==> config.mk <==
export PLATFORM = sky130hd
export DESIGN_NAME = unit_input_buf
export DESIGN_NICKNAME = d
export VERILOG_FILES = /design/src/rtl/md5crypt_pkg.sv /design/src/rtl/unit_input_packer.sv /design/src/rtl/unit_input_buf.sv
export SDC_FILE = /design/constraint.sdc
export NUM_CORES = 2
export LEC_CHECK = 0
export ABC_AREA = 1
export BUFFER_PORTS_ARGS = -buffer_cell sky130_fd_sc_hd__buf_4
export CELL_PAD_IN_SITES_DETAIL_PLACEMENT = 0
export CELL_PAD_IN_SITES_GLOBAL_PLACEMENT = 1
export CORE_MARGIN = 2
export CORE_UTILIZATION = 45
export DETAILED_ROUTE_END_ITERATION = 7
export HOLD_SLACK_MARGIN = 0.02
export PLACE_DENSITY = 0.74
export SLEW_MARGIN = 30
export SYNTH_ARGS = -nofsm -noshare
export SYNTH_HDL_FRONTEND = slang
export SYNTH_SLANG_ARGS = --single-unit
export TNS_END_PERCENT = 20
==> constraint.sdc <==
create_clock -name CLK -period 3.2 [get_ports CLK]
set_input_delay 0.32 -clock CLK [delete_from_list [all_inputs] [get_ports CLK]]
set_output_delay 0.32 -clock CLK [all_outputs]
set_load 0.005 [all_outputs]
==> src/rtl/md5crypt_pkg.sv <==
// Shared constants and types for the md5crypt unit input path.
//   PKT_TYPE_DATA     header byte of a data packet
//   PKT_TYPE_INIT     low 3 bits of an init ctrl byte
//   PKT_HDR_LEN       payload bytes that precede the key
//   PKT_KEYLEN_OFFSET payload offset of the key_len byte
//   MIN_PKT_LEN       shortest legal payload (header fields + one key word)
package md5crypt_pkg;

  localparam logic [7:0]  PKT_TYPE_DATA     = 8'h00;
  localparam logic [2:0]  PKT_TYPE_INIT     = 3'b001;
  localparam int unsigned PKT_HDR_LEN       = 40;
  localparam int unsigned PKT_KEYLEN_OFFSET = 32;
  localparam int unsigned MIN_PKT_LEN       = 44;

  typedef enum logic [1:0] {
    ST_IDLE,
    ST_RECV,
    ST_INIT_HOLD,
    ST_DISCARD
  } unit_in_state_e;

  // Payload length implied by a key length: header fields plus the key
  // rounded up to whole 32-bit words.
  function automatic int unsigned exp_pkt_len(input logic [6:0] key_len);
    int unsigned kl;
    kl = 32'(key_len);
    return PKT_HDR_LEN + ((kl + 32'd3) & ~32'd3);
  endfunction

endpackage

==> src/rtl/unit_input_packer.sv <==
// Byte-to-word packer for the unit input buffer.
// Collects bytes little-endian into 32-bit words; the word write strobe fires
// on every 4th byte together with the word index and the assembled word.
// Ports:
//   i_clk, i_rst_n   clock, asynchronous active-low reset
//   i_clear          restart the byte counter at the start of a packet
//   i_byte_en        accept i_byte at the current byte count
//   i_byte           incoming byte
//   o_byte_cnt       bytes accepted since the last clear
//   o_word_we        a complete word is presented this cycle
//   o_word_addr      word index of the presented word
//   o_word_data      presented word (current byte in bits [31:24])
module unit_input_packer #(
  parameter int unsigned CNT_W = 7
) (
  input  logic             i_clk,
  input  logic             i_rst_n,
  input  logic             i_clear,
  input  logic             i_byte_en,
  input  logic [7:0]       i_byte,
  output logic [CNT_W-1:0] o_byte_cnt,
  output logic             o_word_we,
  output logic [CNT_W-3:0] o_word_addr,
  output logic [31:0]      o_word_data
);

  logic [CNT_W-1:0] r_cnt;
  logic [23:0]      r_acc;

  always_ff @(posedge i_clk or negedge i_rst_n) begin
    if (!i_rst_n) begin
      r_cnt <= '0;
      r_acc <= '0;
    end else if (i_clear) begin
      r_cnt <= '0;
    end else if (i_byte_en) begin
      r_cnt <= r_cnt + 1'b1;
      case (r_cnt[1:0])
        2'd0:    r_acc[7:0]   <= i_byte;
        2'd1:    r_acc[15:8]  <= i_byte;
        2'd2:    r_acc[23:16] <= i_byte;
        default: ;
      endcase
    end
  end

  // Lane 3 completes the word; it goes straight to the RAM without being held.
  assign o_byte_cnt  = r_cnt;
  assign o_word_we   = i_byte_en && (r_cnt[1:0] == 2'd3);
  assign o_word_addr = r_cnt[CNT_W-1:2];
  assign o_word_data = {i_byte, r_acc};

endmodule

==> src/rtl/unit_input_buf.sv <==
// Per-unit receive buffer in front of an md5crypt computing unit.
// Takes the arbiter byte stream (data packets and init bytes), packs data
// packets into a 2-slot word RAM and hands complete packets to the core.
// Optional build macro: UNIT_INPUT_LEN_CHECK_EN -- when defined, a packet is
// only committed if its length matches its key_len field (key_len 1..WORD_MAX_LEN).
// Ports:
//   CLK, RST_N   clock, asynchronous active-low reset
//   in_data      broadcast byte from the arbiter
//   in_ctrl      header/init byte, or last byte of a data packet
//   in_wr_en     byte strobe for this unit
//   ready        free slot and no packet in progress (registered)
//   afull        no free slot for the next packet (registered)
//   init_data    payload of the last init byte
//   init_valid   one-cycle pulse when init_data is updated
//   pkt_avail    the read slot holds a complete packet
//   key_len      key_len byte of the available packet
//   rd_addr      word address within the available packet
//   rd_data      word at rd_addr, one cycle latency
//   pkt_done     core releases the available packet
//   err          sticky protocol error
module unit_input_buf
  import md5crypt_pkg::*;
#(
  parameter int unsigned WORD_MAX_LEN = 64,
  parameter int unsigned PKT_LEN      = WORD_MAX_LEN + 40,
  parameter int unsigned PKT_WORDS    = PKT_LEN / 4,
  parameter int unsigned RD_AW        = $clog2(PKT_WORDS)
) (
  input  logic             CLK,
  input  logic             RST_N,
  input  logic [7:0]       in_data,
  input  logic             in_ctrl,
  input  logic             in_wr_en,
  output logic             ready,
  output logic             afull,
  output logic [4:0]       init_data,
  output logic             init_valid,
  output logic             pkt_avail,
  output logic [6:0]       key_len,
  input  logic [RD_AW-1:0] rd_addr,
  output logic [31:0]      rd_data,
  input  logic             pkt_done,
  output logic             err
);

  localparam int unsigned CNT_W  = $clog2(PKT_LEN + 1);
  localparam int unsigned RAM_AW = $clog2(2 * PKT_WORDS);
  localparam logic [CNT_W-1:0] C_PKT_LEN    = CNT_W'(PKT_LEN);
  localparam logic [CNT_W-1:0] C_KEYLEN_OFS = CNT_W'(PKT_KEYLEN_OFFSET);
  localparam logic [CNT_W:0]   C_MIN_LEN    = (CNT_W + 1)'(MIN_PKT_LEN);

  unit_in_state_e r_state, w_state_next;

  logic [1:0]  r_full, w_full_next;
  logic        r_wr_slot, w_wr_slot_next;
  logic        r_rd_slot, w_rd_slot_next;
  logic        r_ready, r_afull, r_err;
  logic [4:0]  r_init_data;
  logic        r_init_valid;
  logic [6:0]  r_keylen [2];
  logic [31:0] r_rd_data;
  logic [31:0] r_ram [2*PKT_WORDS];

  logic             w_clear, w_byte_en, w_commit, w_fsm_err, w_init_load;
  logic [CNT_W-1:0] w_byte_cnt;
  logic [CNT_W:0]   w_total;
  logic             w_base_ok, w_len_ok;
  logic             w_word_we;
  logic [CNT_W-3:0] w_word_addr;
  logic [31:0]      w_word_data;
  logic [RAM_AW-1:0] w_wr_idx, w_rd_idx;
  logic             w_pkt_avail, w_done_ok;

  unit_input_packer #(
    .CNT_W (CNT_W)
  ) u_packer (
    .i_clk       (CLK),
    .i_rst_n     (RST_N),
    .i_clear     (w_clear),
    .i_byte_en   (w_byte_en),
    .i_byte      (in_data),
    .o_byte_cnt  (w_byte_cnt),
    .o_word_we   (w_word_we),
    .o_word_addr (w_word_addr),
    .o_word_data (w_word_data)
  );

  assign w_total   = {1'b0, w_byte_cnt} + 1'b1;
  assign w_base_ok = (w_total[1:0] == 2'b00) && (w_total >= C_MIN_LEN);

`ifdef UNIT_INPUT_LEN_CHECK_EN
  assign w_len_ok = w_base_ok
                 && (r_keylen[r_wr_slot] != '0)
                 && (32'(r_keylen[r_wr_slot]) <= WORD_MAX_LEN)
                 && (32'(w_total) == exp_pkt_len(r_keylen[r_wr_slot]));
`else
  assign w_len_ok = w_base_ok;
`endif

  always_comb begin
    w_state_next = r_state;
    w_clear      = 1'b0;
    w_byte_en    = 1'b0;
    w_commit     = 1'b0;
    w_fsm_err    = 1'b0;
    w_init_load  = 1'b0;
    unique case (r_state)
      ST_IDLE: begin
        if (in_wr_en) begin
          if (!in_ctrl) begin
            w_fsm_err = 1'b1;
          end else if (in_data[2:0] == PKT_TYPE_INIT) begin
            w_init_load  = 1'b1;
            w_state_next = ST_INIT_HOLD;
          end else if (in_data == PKT_TYPE_DATA) begin
            w_clear      = 1'b1;
            w_state_next = ST_RECV;
          end else begin
            w_fsm_err = 1'b1;
          end
        end
      end
      ST_INIT_HOLD: begin
        if (!in_wr_en) w_state_next = ST_IDLE;
      end
      ST_RECV: begin
        if (in_wr_en) begin
          if (in_ctrl) begin
            // A final byte past the slot is never stored; its length check fails anyway.
            w_byte_en    = (w_byte_cnt != C_PKT_LEN);
            w_commit     = w_len_ok;
            w_fsm_err    = !w_len_ok;
            w_state_next = ST_IDLE;
          end else if (w_byte_cnt == C_PKT_LEN) begin
            w_fsm_err    = 1'b1;
            w_state_next = ST_DISCARD;
          end else begin
            w_byte_en = 1'b1;
          end
        end
      end
      ST_DISCARD: begin
        if (in_wr_en && in_ctrl) w_state_next = ST_IDLE;
      end
      default: w_state_next = ST_IDLE;
    endcase
  end

  assign w_pkt_avail = r_full[r_rd_slot];
  assign w_done_ok   = pkt_done && w_pkt_avail;

  // Release and commit touch their own slot, so both apply in one cycle.
  always_comb begin
    w_full_next    = r_full;
    w_rd_slot_next = r_rd_slot;
    w_wr_slot_next = r_wr_slot;
    if (w_done_ok) begin
      w_full_next[r_rd_slot] = 1'b0;
      w_rd_slot_next         = ~r_rd_slot;
    end
    if (w_commit) begin
      w_full_next[r_wr_slot] = 1'b1;
      w_wr_slot_next         = ~r_wr_slot;
    end
  end

  always_ff @(posedge CLK or negedge RST_N) begin
    if (!RST_N) begin
      r_state      <= ST_IDLE;
      r_full       <= '0;
      r_wr_slot    <= 1'b0;
      r_rd_slot    <= 1'b0;
      r_ready      <= 1'b0;
      r_afull      <= 1'b1;
      r_err        <= 1'b0;
      r_init_data  <= '0;
      r_init_valid <= 1'b0;
      r_keylen[0]  <= '0;
      r_keylen[1]  <= '0;
    end else begin
      r_state      <= w_state_next;
      r_full       <= w_full_next;
      r_wr_slot    <= w_wr_slot_next;
      r_rd_slot    <= w_rd_slot_next;
      // Flow control is computed from next-state values so it is current
      // in the cycle right after a commit or release.
      r_ready      <= (w_state_next == ST_IDLE) && !w_full_next[w_wr_slot_next];
      r_afull      <= w_full_next[w_wr_slot_next];
      r_init_valid <= w_init_load;
      if (w_fsm_err || (pkt_done && !w_pkt_avail)) r_err <= 1'b1;
      if (w_init_load) r_init_data <= in_data[7:3];
      if (w_byte_en && (w_byte_cnt == C_KEYLEN_OFS)) r_keylen[r_wr_slot] <= in_data[6:0];
    end
  end

  assign w_wr_idx = RAM_AW'(w_word_addr) + (r_wr_slot ? RAM_AW'(PKT_WORDS) : '0);
  assign w_rd_idx = RAM_AW'(rd_addr)     + (r_rd_slot ? RAM_AW'(PKT_WORDS) : '0);

  always_ff @(posedge CLK) begin
    if (w_word_we) r_ram[w_wr_idx] <= w_word_data;
  end

  always_ff @(posedge CLK or negedge RST_N) begin
    if (!RST_N) begin
      r_rd_data <= '0;
    end else if (32'(rd_addr) < PKT_WORDS) begin
      r_rd_data <= r_ram[w_rd_idx];
    end else begin
      r_rd_data <= '0;
    end
  end

  assign ready      = r_ready;
  assign afull      = r_afull;
  assign init_data  = r_init_data;
  assign init_valid = r_init_valid;
  assign pkt_avail  = w_pkt_avail;
  assign key_len    = r_keylen[r_rd_slot];
  assign rd_data    = r_rd_data;
  assign err        = r_err;

endmodule

==> flow_metrics.py <==
metrics = {
    "setup_path": {
        "startpoint_type": "flip-flop",
        "cp.arrival_ns": 3.54,
        "crit_type": "flip-flop to flip-flop",
        "cp_max_fo": 43,
        "crit_required_ns": 3.89,
        "crit_path_end_kind": "flip-flop",
    },
    "placed_design": {
        "portBuffers": 66,
        "dp_cells": 7733,
        "post-place-ws_ns": 0.359,
        "dp_hpwl_um": 119000,
        "gp_congestion": 0.863,
        "post_dp_cell_area_um2": 74900,
    },
    "yosys": {
        "synthDistinctLibCells": 35,
        "yosys_warnings": 0,
        "ys.flop_type": "edfxtp_1",
        "yosysSeqAreaShare": 0.745,
        "synth_nets": 5780,
        "synth_commonest_cells": "nand2_1 (1,724), edfxtp_1 (1,664), nand3_1 (1,448)",
        "synth_edf_count": 1664,
        "yosysTopAreaCell": "edfxtp_1",
        "synthTopCellsByArea": "edfxtp_1 (71%), nand3_1 (10%), nand2_1 (9.2%)",
        "yosys.area.top_type_share": 0.712,
        "synth_area_per_cell_um2": 12.2,
        "ys_seq_elements": 1756,
        "netlist_area_um2": 70100,
        "synthArstFlopShare": 0.0524,
        "netlist_instances": 5750,
        "yosysMostFrequentCell": "nand2_1",
    },
    "drt": {
        "dr.pass1.iters": 6,
        "route.detailed.drc": 0,
        "top_layer": "met4",
        "viasPerCell": 5.70,
        "met1Wirelength_um": 83900,
        "detail_route.wirelength_um": 205000,
        "vias": 45900,
        "drtAntennaViolNets": 0,
        "drt_iter0_markers": 5434,
        "wire_per_inst_um": 25.4,
        "route.met2.wl_um": 96300,
        "wl_met3_um": 18200,
    },
    "cells_and_area": {
        "area_delta_synth_final_pct": 14.7,
        "fin_nets": 5907,
        "final_util": 0.521,
        "final_area_um2": 80400,
        "fin_cells": 8064,
        "drive_gt1_frac": 0.105,
        "num-fill-cells": 12900,
        "multi_input_area_um2": 16300,
        "regArea_um2": 52300,
    },
    "grt": {
        "grt_pass1_wl_um": 299000,
        "grt_max_degree": 132,
        "antenna_found_initial": 2,
        "grt_overflow_total": 0,
        "grt_use_total": 0.257,
        "grt_pass1_vias": 43300,
    },
    "flow_run": {
        "cap_violations": 0,
    },
    "floorplanning": {
        "dieArea_um2": 159000,
        "initial_core_util": 0.454,
        "die_h_um": 399,
        "rows": 144,
        "ios": 67,
        "fp.dieW_um": 399,
        "core_area_um2": 154000,
    },
    "status": {
        "status": "completed",
    },
    "cts": {
        "numCtsBuffers": 173,
        "clkLatencyLatePin_ns": 0.83,
        "root_buffer": "clkbuf_16",
        "h-tree-depth": 4,
        "clk_path_buf_depth": 3,
        "cts.clk_slew.worst_paths_ns": 0.06,
        "cts_setup_buffers": 0,
        "cts_sinks": 1756,
        "cts_tree": "yes",
        "holdBufCountCts": 12,
        "ctsResizeCount": 0,
    },
    "power": {
        "p_seq_frac": 0.430,
        "p_sw_uw": 21800,
        "vdd_drop_max_mv": 0.844,
        "p_comb_frac": 0.262,
        "p_per_area_nw_per_um2": 791,
        "p_int_uw": 41900,
        "swShare": 0.342,
        "pwr-share-clk": 0.307,
        "p_leak_uw": 0.0287,
    },
    "timing": {
        "setup_viol": 0,
        "hold_violations": 0,
        "drv_slew": 0,
        "clock_skew_ns": 0.0316,
        "rsz0062_at_grt": "no",
        "worst_slack_ns": 0.358,
        "relSlewSlack": 0.336,
        "clock.fmax_mhz": 352,
        "fin_crit_ns": 2.84,
        "period_share": 0.888,
        "tightest_slew_ns": 0.992,
    },
    "hold_path": {
        "hp-class": "input pin to flip-flop",
    },
}
path summary, 6_finish.rpt:
| check | from | end | slack (ns) | cells past startpoint |
|---|---|---|---|---|
| max | r_rd_slot$_DFFE_PN0P_ | rd_data[0]$_DFF_PN0_ | 0.36 | 8 |
| max in group asynchronous | RST_N | rd_data[11]$_DFF_PN0_ | 2.30 | 3 |
| min reg2reg | u_packer.r_acc[10]$_DFFE_PN0P_ | u_packer.r_acc[10]$_DFFE_PN0P_ | 0.48 | 2 |
| max reg2reg | r_rd_slot$_DFFE_PN0P_ | rd_data[0]$_DFF_PN0_ | 0.36 | 8 |
| min in group asynchronous | RST_N | r_full[1]$_DFF_PN0_ | 0.12 | 2 |
| min | in_data[4] | r_ram[23][28]$_DFFE_PP_ | 0.10 | 1 |
metrics by stage:
step                power [uW]  TNS (ns)  hold slack, ns
detailed placement       44400         0           0.463
global placement         44300         0           0.454
CTS                      63800         0          0.0678
finish                   63600         0           0.101
floorplan                35800   -188.39          0.0244
global route             65800         0          0.0931
sequential cells by signal, summed over array words and instances, names as in the netlist:
name	cells
afull	1
err	1
init_data	5
init_valid	1
r_full	2
r_keylen	14
r_ram	1664
r_rd_slot	1
r_state	2
r_wr_slot	1
rd_data	32
ready	1
u_packer.o_byte_cnt	7
u_packer.r_acc	24
layout make-up:
type / count / share of cell area
clock buffer: 216 / 0.0565
multi-input combinational: 3574 / 0.202
tap: 2044 / 0.0318
timing repair buffer: 320 / 0.0461
clock inverter: 101 / 0.0103
sequential: 1756 / 0.650
inverter: 52 / 0.00286
antenna: 1 / 0.0000311
cell families (layout without fill, tap and decap cells):
kind of cell / Yosys count / in the layout / synth area share
compound gates: 226 / 226 / 0.0175
xor+xnor: 5 / 5 / 0.000732
fa+ha+maj: 12 / 12 / 0.00214
buf+inv: 420 / 689 / 0.0291
flops: 1756 / 1756 / 0.745
other cells: 0 / 1 / 0
simple gates: 3331 / 3331 / 0.205
power groups by stage:
stage | combinational (uW) | clock [uW] | sequential [uW]
after global placement | 16500 | 0 | 27800
after global routing | 17800 | 20600 | 27400
after floorplan | 8410 | 0 | 27400
after detailed placement | 16600 | 0 | 27800
final | 16700 | 19500 | 27400
after CTS | 16700 | 19800 | 27400
worst max-delay path, cell delays in order, from the launching register on:
cell,delay (ns)
dfrtp_1,0.47
ha_1,0.42
xor2_4,0.23
inv_4,0.24
buf_12,0.35
buf_4,0.34
nand3_1,0.22
nand3_1,0.27
a31oi_1,0.13
layer usage:
| metal | vias up | global-route usage |
|---|---|---|
| li1 | 20800 | - |
| met1 | 22800 | 0.361 |
| met2 | 2055 | 0.404 |
| met3 | 281 | 0.0482 |
| met4 | 0 | 0.0890 |
| met5 | - | 0 |
cell usage in the layout (no fill, tap or decap), drive strengths merged, types with 3 or more instances in the layout:
cell            n
clkinv         82
dfrtp          91
clkbuf        216
dlygate4sd3    12
o21ai         112
buf           308
inv            59
nor2          144
ha             12
o22ai          32
a31oi          31
edfxtp       1664
nand2        1725
nand3        1449
nand4           8
a21oi          46
o31ai           3
bufinv         10
xor2            4
Power figures use the tool's default switching activity.
